--- src/rtl/alu_seq.sv ---
// Sequential ALU: single-cycle ADD/SUB/AND/OR and an N-cycle shift-add
// signed fixed-point multiply with saturation.
module alu_seq #(
   parameter int N    = 8,
   parameter int FRAC = N - 1
) (
   input  logic         clk,
   input  logic         reset,
   input  logic         start,
   input  logic [2:0]   func,
   input  logic [N-1:0] a,
   input  logic [N-1:0] b,
   output logic [N-1:0] result,
   output logic         busy,
   output logic         done,
   output logic         zero,
   output logic         ovf
);

   typedef enum logic {IDLE = 1'b0, MUL_RUN = 1'b1} state_t;

   localparam int CW = (N > 1) ? $clog2(N) : 1;
   localparam logic [CW-1:0] LAST = CW'(N - 1);
   localparam logic [N-1:0] SAT_POS = {1'b0, {(N-1){1'b1}}};
   localparam logic [N-1:0] SAT_NEG = {1'b1, {(N-1){1'b0}}};

   state_t         state, state_next;
   logic [2*N-1:0] mcand, acc, addend, acc_sum, shifted;
   logic [N-1:0]   mplier;
   logic [CW-1:0]  cnt;
   logic           accept, mul_start, mul_last;
   logic [N-1:0]   alu_res, mul_res;
   logic           alu_ovf, mul_ovf, in_range;

   // Start is only looked at while idle; a start during a multiply is dropped.
   assign accept    = (state == IDLE) && start;
   assign mul_start = accept && (func == 3'b100);
   assign mul_last  = (state == MUL_RUN) && (cnt == LAST);

   always_ff @(posedge clk) begin
      if (reset) state <= IDLE;
      else       state <= state_next;
   end

   always_comb begin
      state_next = state;
      case (state)
         IDLE:    if (mul_start) state_next = MUL_RUN;
         MUL_RUN: if (mul_last)  state_next = IDLE;
         default: state_next = IDLE;
      endcase
   end

   always_comb begin
      busy = (state == MUL_RUN);
   end

   always_comb begin
      alu_res = '0;
      alu_ovf = 1'b0;
      case (func)
         3'b000: begin
            alu_res = a + b;
            alu_ovf = (a[N-1] == b[N-1]) && (alu_res[N-1] != a[N-1]);
         end
         3'b001: begin
            alu_res = a - b;
            alu_ovf = (a[N-1] != b[N-1]) && (alu_res[N-1] != a[N-1]);
         end
         3'b010:  alu_res = a & b;
         3'b011:  alu_res = a | b;
         default: alu_res = '0;
      endcase
   end

   // The top multiplier bit carries negative weight, so the last step subtracts.
   always_comb begin
      addend   = '0;
      if (mplier[0]) addend = mul_last ? (~mcand + 1'b1) : mcand;
      acc_sum  = acc + addend;
      shifted  = $signed(acc_sum) >>> FRAC;
      in_range = (&shifted[2*N-1:N-1]) || (~|shifted[2*N-1:N-1]);
      mul_res  = in_range ? shifted[N-1:0] : (shifted[2*N-1] ? SAT_NEG : SAT_POS);
      mul_ovf  = ~in_range;
   end

   always_ff @(posedge clk) begin
      if (reset) begin
         mcand  <= '0;
         mplier <= '0;
         acc    <= '0;
         cnt    <= '0;
         result <= '0;
         zero   <= 1'b1;
         ovf    <= 1'b0;
         done   <= 1'b0;
      end else begin
         done <= 1'b0;
         if (mul_start) begin
            mcand  <= {{N{a[N-1]}}, a};
            mplier <= b;
            acc    <= '0;
            cnt    <= '0;
         end else if (accept) begin
            result <= alu_res;
            zero   <= (alu_res == '0);
            ovf    <= alu_ovf;
            done   <= 1'b1;
         end else if (state == MUL_RUN) begin
            acc    <= acc_sum;
            mcand  <= mcand << 1;
            mplier <= mplier >> 1;
            cnt    <= cnt + 1'b1;
            if (mul_last) begin
               cnt    <= '0;
               result <= mul_res;
               zero   <= (mul_res == '0);
               ovf    <= mul_ovf;
               done   <= 1'b1;
            end
         end
      end
   end

endmodule

--- config.mk ---
export PLATFORM = sky130hd
export DESIGN_NAME = alu_seq
export DESIGN_NICKNAME = d
export VERILOG_FILES = /design/src/rtl/alu_seq.sv
export SDC_FILE = /design/constraint.sdc
export NUM_CORES = 1
export LEC_CHECK = 0
export ABC_AREA = 1
export ABC_CLOCK_PERIOD_IN_PS = 3700
export CAP_MARGIN = 10
export CORE_AREA = 4 4 101 103
export CTS_BUF_LIST = sky130_fd_sc_hd__clkbuf_8
export CTS_CLUSTER_DIAMETER = 200
export DETAILED_ROUTE_END_ITERATION = 8
export DIE_AREA = 0 0 105 107
export MAX_ROUTING_LAYER = met4
export PLACE_DENSITY = 0.67
export REMOVE_ABC_BUFFERS = 1
export SLEW_MARGIN = 0
export SYNTH_ARGS = -nofsm -noshare
export SYNTH_HDL_FRONTEND = slang
export SYNTH_SLANG_ARGS = --single-unit
--- constraint.sdc ---
create_clock -name clk -period 3.7 [get_ports clk]
set_input_delay 0.37 -clock clk [delete_from_list [all_inputs] [get_ports clk]]
set_output_delay 0.37 -clock clk [all_outputs]
set_load 0.1 [all_outputs]
Yosys cells after proc, flatten, opt, wreduce, memory -nomap -nowiden
Index checks and enable logic that the tools add are counted.
{ "totals": {"output_inout_bits": 12, "reg_bits": 55, "word_cells": 78, "inputBits": 22} }
{ "classes": {"mux": 28, "n_bitwise": 7, "n_eq_ne": 10, "addsub": 5, "n_reduce_logical": 19} }
{ "ops": {"columns": ["cell", "count"], "rows": [
  ["$mux 16", 5],
  ["$mux 8", 8],
  ["$pmux 8 s4", 1],
  ["$add 16x1->16 const B", 1],
  ["$add 16x16->16", 1],
  ["$logic_not 8->1", 2],
  ["$not 16->16", 1],
  ["$mux 1", 11],
  ["$add 8x8->8", 1],
  ["$and 8x8->8", 1],
  ["$or 8x8->8", 1],
  ["$sub 8x8->8", 1],
  ["$eq 3x2->1 const B", 2],
  ["$eq 3x3->1 const B", 2],
  ["$reduce_and 2->1", 3],
  ["$reduce_bool 2->1", 3],
  ["$logic_and 1x1->1", 5],
  ["$not 1->1", 4],
  ["$pmux 1 s2", 2],
  ["$reduce_or 2->1", 2],
  ["$add 3x1->3 const B", 1],
  ["$eq 3x1->1 const B", 1],
  ["$logic_not 3->1", 1],
  ["$mux 3", 1],
  ["other kinds (6)", 8]
]} }

Logic depth before layout (Yosys ltp)
{ "depth": {"ltp_word": 13, "depth_mapped": 27} }

Worst setup path before layout
OpenSTA, ideal clock, no wires.
{ "synth_path": {"path_kind": "flip-flop to flip-flop", "start": "reg state (netlist: busy)", "end": "reg zero", "arrival_ns": 3.321, "period_less_slack_ns": 3.383, "slack_ns": 0.317, "t_required_ns": 3.639, "path_stages_with_launch": 24, "cell_sequence": "dfxtp_1 > nand2_4 > inv_2 > buf_6 > nor2_1 > nor3_1 > inv_1 > fa_1 > inv_1 > nand3_1 > nand2_2 > a21oi_2 > or2_1 > nand2_1 > nand2_1 > nand2_4 > nand3_4 > nand2_1 > inv_1 > nor2_1 > nand4_1 > nand2_1 > nand2_1 > nand2_1"} }
{ "synth_via": {"elab_chain_len": 12} }
{ "synth_rtl": {"columns": ["element", "line", "rtl"], "rows": [
  ["start, declared", "27", "state_t state, state_next;"],
  ["start signal, assigned", "42", "else state <= state_next;"],
  ["$logic_and 1x1->1", "38", "assign mul_last = (state == MUL_RUN) && (cnt == LAST);"],
  ["$mux 16 (2 in series)", "79", "if (mplier[0]) addend = mul_last ? (~mcand + 1'b1) : mcand;"],
  ["$add 16x16->16", "80", "acc_sum = acc + addend;"],
  ["$reduce_or 2->1", "82", "in_range = (&shifted[2*N-1:N-1]) || (~|shifted[2*N-1:N-1]);"],
  ["$logic_not 1->1", "82", null],
  ["$logic_or 1x1->1", "82", null],
  ["$mux 8", "83", "mul_res = in_range ? shifted[N-1:0] : (shifted[2*N-1] ? SAT_NEG : SAT_POS);"],
  ["$logic_not 8->1", "117", "zero <= (mul_res == '0);"],
  ["$mux 1", "114", "if (mul_last) begin"],
  ["$mux 1", "109", "end else if (state == MUL_RUN) begin"],
  ["$mux 1", "104", "end else if (accept) begin"],
  ["end signal, assigned", "106", "zero <= (alu_res == '0);"],
  ["end signal, assigned", "117", null],
  ["end, declared", "16", "output logic zero,"]
]} }
Parallel ways exist; a longest one is shown, timed or not. The select of a mux whose other input is x is not followed.
A chain may end at the register's enable or synchronous reset.

Worst setup path in the final report
{ "layout_path": {"start": "reg mcand[1]", "end": "reg result[2]"} }
{ "layout_via": {"elab_chain_len": 12} }
{ "layout_rtl": {"columns": ["element", "line", "rtl"], "rows": [
  ["start, declared", "28", "logic [2*N-1:0] mcand, acc, addend, acc_sum, shifted;"],
  ["start signal, assigned", "100", "mcand <= {{N{a[N-1]}}, a};"],
  ["start signal, assigned", "111", "mcand <= mcand << 1;"],
  ["$not 16->16", "79", null],
  ["$add 16x1->16", "79", null],
  ["$mux 16 * (2 in series)", "79", null],
  ["$add 16x16->16 *", "80", null],
  ["$reduce_or 2->1", "82", null],
  ["$logic_not 1->1", "82", null],
  ["$logic_or 1x1->1", "82", null],
  ["$mux 8 *", "83", null],
  ["$mux 8 *", "114", null],
  ["$mux 8 *", "109", null],
  ["$mux 8 *", "104", null],
  ["end signal, assigned", "105", "result <= alu_res;"],
  ["end signal, assigned", "116", "result <= mul_res;"],
  ["end, declared", "13", "output logic [N-1:0] result,"]
]} }
Every way passes the cells marked *; elsewhere a longest branch is shown, timed or not. The select of a mux whose other input is x is not followed.

==> results.json <==
{
  "antenna_found_initial": 0,
  "routed_wl_um": 11920,
  "final_common_cell": "nand2_1",
  "gr-total-overflow": 0,
  "gp_congestion": 0.9440,
  "area_growth_pct": 14.77,
  "hold_violations": 0,
  "critPathRequiredTime_ps": 3950,
  "worstMarginPinSlew_ps": 985.9,
  "r2r_slack_ps": 190,
  "ys_seq_area_frac": 0.2504,
  "async_flop_share": 0,
  "skew_ps": 16.59,
  "diodes": 0,
  "dr.pass1.iters": 5,
  "leakagePower_uw": 0.002370,
  "path_class": "flip-flop to flip-flop",
  "finalSetupViolCount": 0,
  "yosys.area_share.simple": 0.2959,
  "multiInputGateArea_mm2": 0.002939,
  "antenna_left": 0,
  "core_area_mm2": 0.009196,
  "synth-edff-count": 0,
  "layout_common_cells": "139 x nand2_1, 90 x inv_1, 67 x nor2_1",
  "synth_area_per_cell_um2": 6.554,
  "regArea_mm2": 0.001104,
  "ctsLongestPathBuffers": 2,
  "synth.area.mux_share": 0,
  "io_pins": 34,
  "ir_worst_vdd_mv": 0.1749,
  "synth-main-ff-cell": "dfxtp_1",
  "timing.fmax_mhz": 284.8,
  "cts.sinks": 55,
  "cts_hold_buf": 0,
  "yosys_warnings": 0,
  "grt_pass1_wl_um": 19670,
  "cts_buffers": 5,
  "synthAdderAreaFrac": 0.1303,
  "synth_compound_area_frac": 0.1991,
  "die_x_um": 105,
  "drc_errors": 0,
  "path_clk_slew_ps": 110,
  "hold_path_class": "flip-flop to flip-flop",
  "maxCapViolations": 0,
  "finalMaxSlewViolations": 0,
  "first_iter_violations": 365,
  "fin_ws_ps": 188.4,
  "place_worst_setup_slack_ps": 71.77,
  "final.period_utilization": 0.9491,
  "wl_per_cell_um": 14.60,
  "cellPowerDensity_mw_per_mm2": 267.3,
  "startpoint_type": "flip-flop",
  "start_util": 0.4782,
  "max_slew_margin": 0.3407,
  "portBuffers": 33,
  "drive_gt1_frac": 0.09929,
  "syn_area_mm2": 0.004398,
  "status": "finished clean",
  "end_kind": "flip-flop",
  "synthDistinctLibCells": 46,
  "fin_nets": 770,
  "syn-instance-count": 671,
  "cp_data_arrival_time_ps": 3760,
  "synth_top_family_by_area": "simple AND/OR/NAND/NOR gates",
  "grt_pass1_vias": 4100,
  "final_core_util": 0.5488,
  "dp.final_hpwl_um": 9217,
  "fillers": 919,
  "grt_use_total": 0.2181,
  "num_rows": 35,
  "tritoncts": "done",
  "clock_latency_ps": 310,
  "die_area_mm2": 0.01124,
  "cts_root_buffer": "clkbuf_8",
  "routed_via_density": 5.466,
  "synthXorXnorAreaFrac": 0.02191,
  "dr_total_vias": 4460,
  "path_max_fanout": 5,
  "die-height_um": 107,
  "grt_max_degree": 48,
  "ys_ff_latch": 55,
  "h-tree-depth": 2,
  "fin_crit_ps": 3512
}
==> state kept, by name (all words and copies together), names as in the netlist <==
signal	count
done	1
acc	16
zero	1
mcand	16
ovf	1
cnt	3
result	8
busy	1
mplier	8
==> critical path, stage by stage (launching register included) <==
cell,delay (ps)
dfxtp_2,360
inv_1,80
ha_2,170
inv_1,60
nor3_2,130
nand3_1,140
nor3_2,260
a31oi_2,160
buf_4,160
a21oi_1,230
ha_2,370
a21oi_2,180
o21ai_2,80
nand2_1,60
nand3_1,60
nand2b_4,160
inv_1,60
nand2_2,80
nand2_4,100
nand2_2,70
nand2_4,80
inv_2,60
o21ai_1,70
nand3_1,110
a21oi_2,160
==> cell families after synthesis <==
group / after synthesis
flops: 55
buf+inv: 115
compound gates: 152
simple gates: 294
fa+ha+maj: 44
xor+xnor: 11
==> through the flow <==
stage | instance area, um2 | total power (uW) | setup TNS (ps) | cells | hold WS [ps]
floorplan | 4312 | 889.6 | -5376 | 653 | 435.1
global placement | 4823 | 1003 | 0 | 803 | 452.0
detailed placement | 4823 | 1007 | 0 | 803 | 458.1
CTS | 4912 | 1348 | 0 | 811 | 475.6
global route | 5047 | 1418 | -236.6 | 816 | 492.9
finish | 5047 | 1349 | 0 | 816 | 469.7
==> layout make-up <==
| cell class | count | share of cell area |
|---|---|---|
| Clock buffer | 5 | 0.01363 |
| Clock inverter | 3 | 0.003966 |
| Inverter | 97 | 0.07263 |
| Multi-Input combinational cell | 501 | 0.5823 |
| Sequential cell | 55 | 0.2186 |
| Tap cell | 111 | 0.02752 |
| Timing Repair Buffer | 44 | 0.08131 |
==> synth_stat cells, types with 9 or more instances <==
master    instances  area share
a21oi_1          62       0.071
a31oi_1          17       0.024
dfxtp_1          55        0.25
ha_1             41        0.12
inv_1            92       0.079
nand2_1         142        0.12
nand3_1          38       0.043
nand4_1           9       0.013
nor2_1           68       0.058
nor3_1           10       0.011
o211ai_1          9       0.015
o21ai_0          36       0.041
==> where the power goes <==
| group | internal (uW) | switching [uW] |
|---|---|---|
| Sequential | 614 | 17.7 |
| Combinational | 120 | 251 |
| Clock | 134 | 212 |
==> final timing paths <==
check | start | endpoint | cells after the start
max | mcand[1] | result[2] | 24
min | result[0] | result[0] | 2
max reg2reg | mcand[1] | result[2] | 24
min reg2reg | result[0] | result[0] | 2
==> layer usage <==
layer / GRT usage / routed length [um] / vias to the layer above
li1: - / - / 2295
met1: 0.2811 / 5517 / 2026
met2: 0.3588 / 5506 / 113
met3: 0.02288 / 490 / 26
met4: 0.07404 / 401 / 0
met5: - / 0 / -
==> timing repair <==
action	4_1_cts	5_1_grt
setup buffers	0	5
gates resized for setup	0	32
endpoints found under the setup margin	0	11
Power figures use the tool's default switching activity.
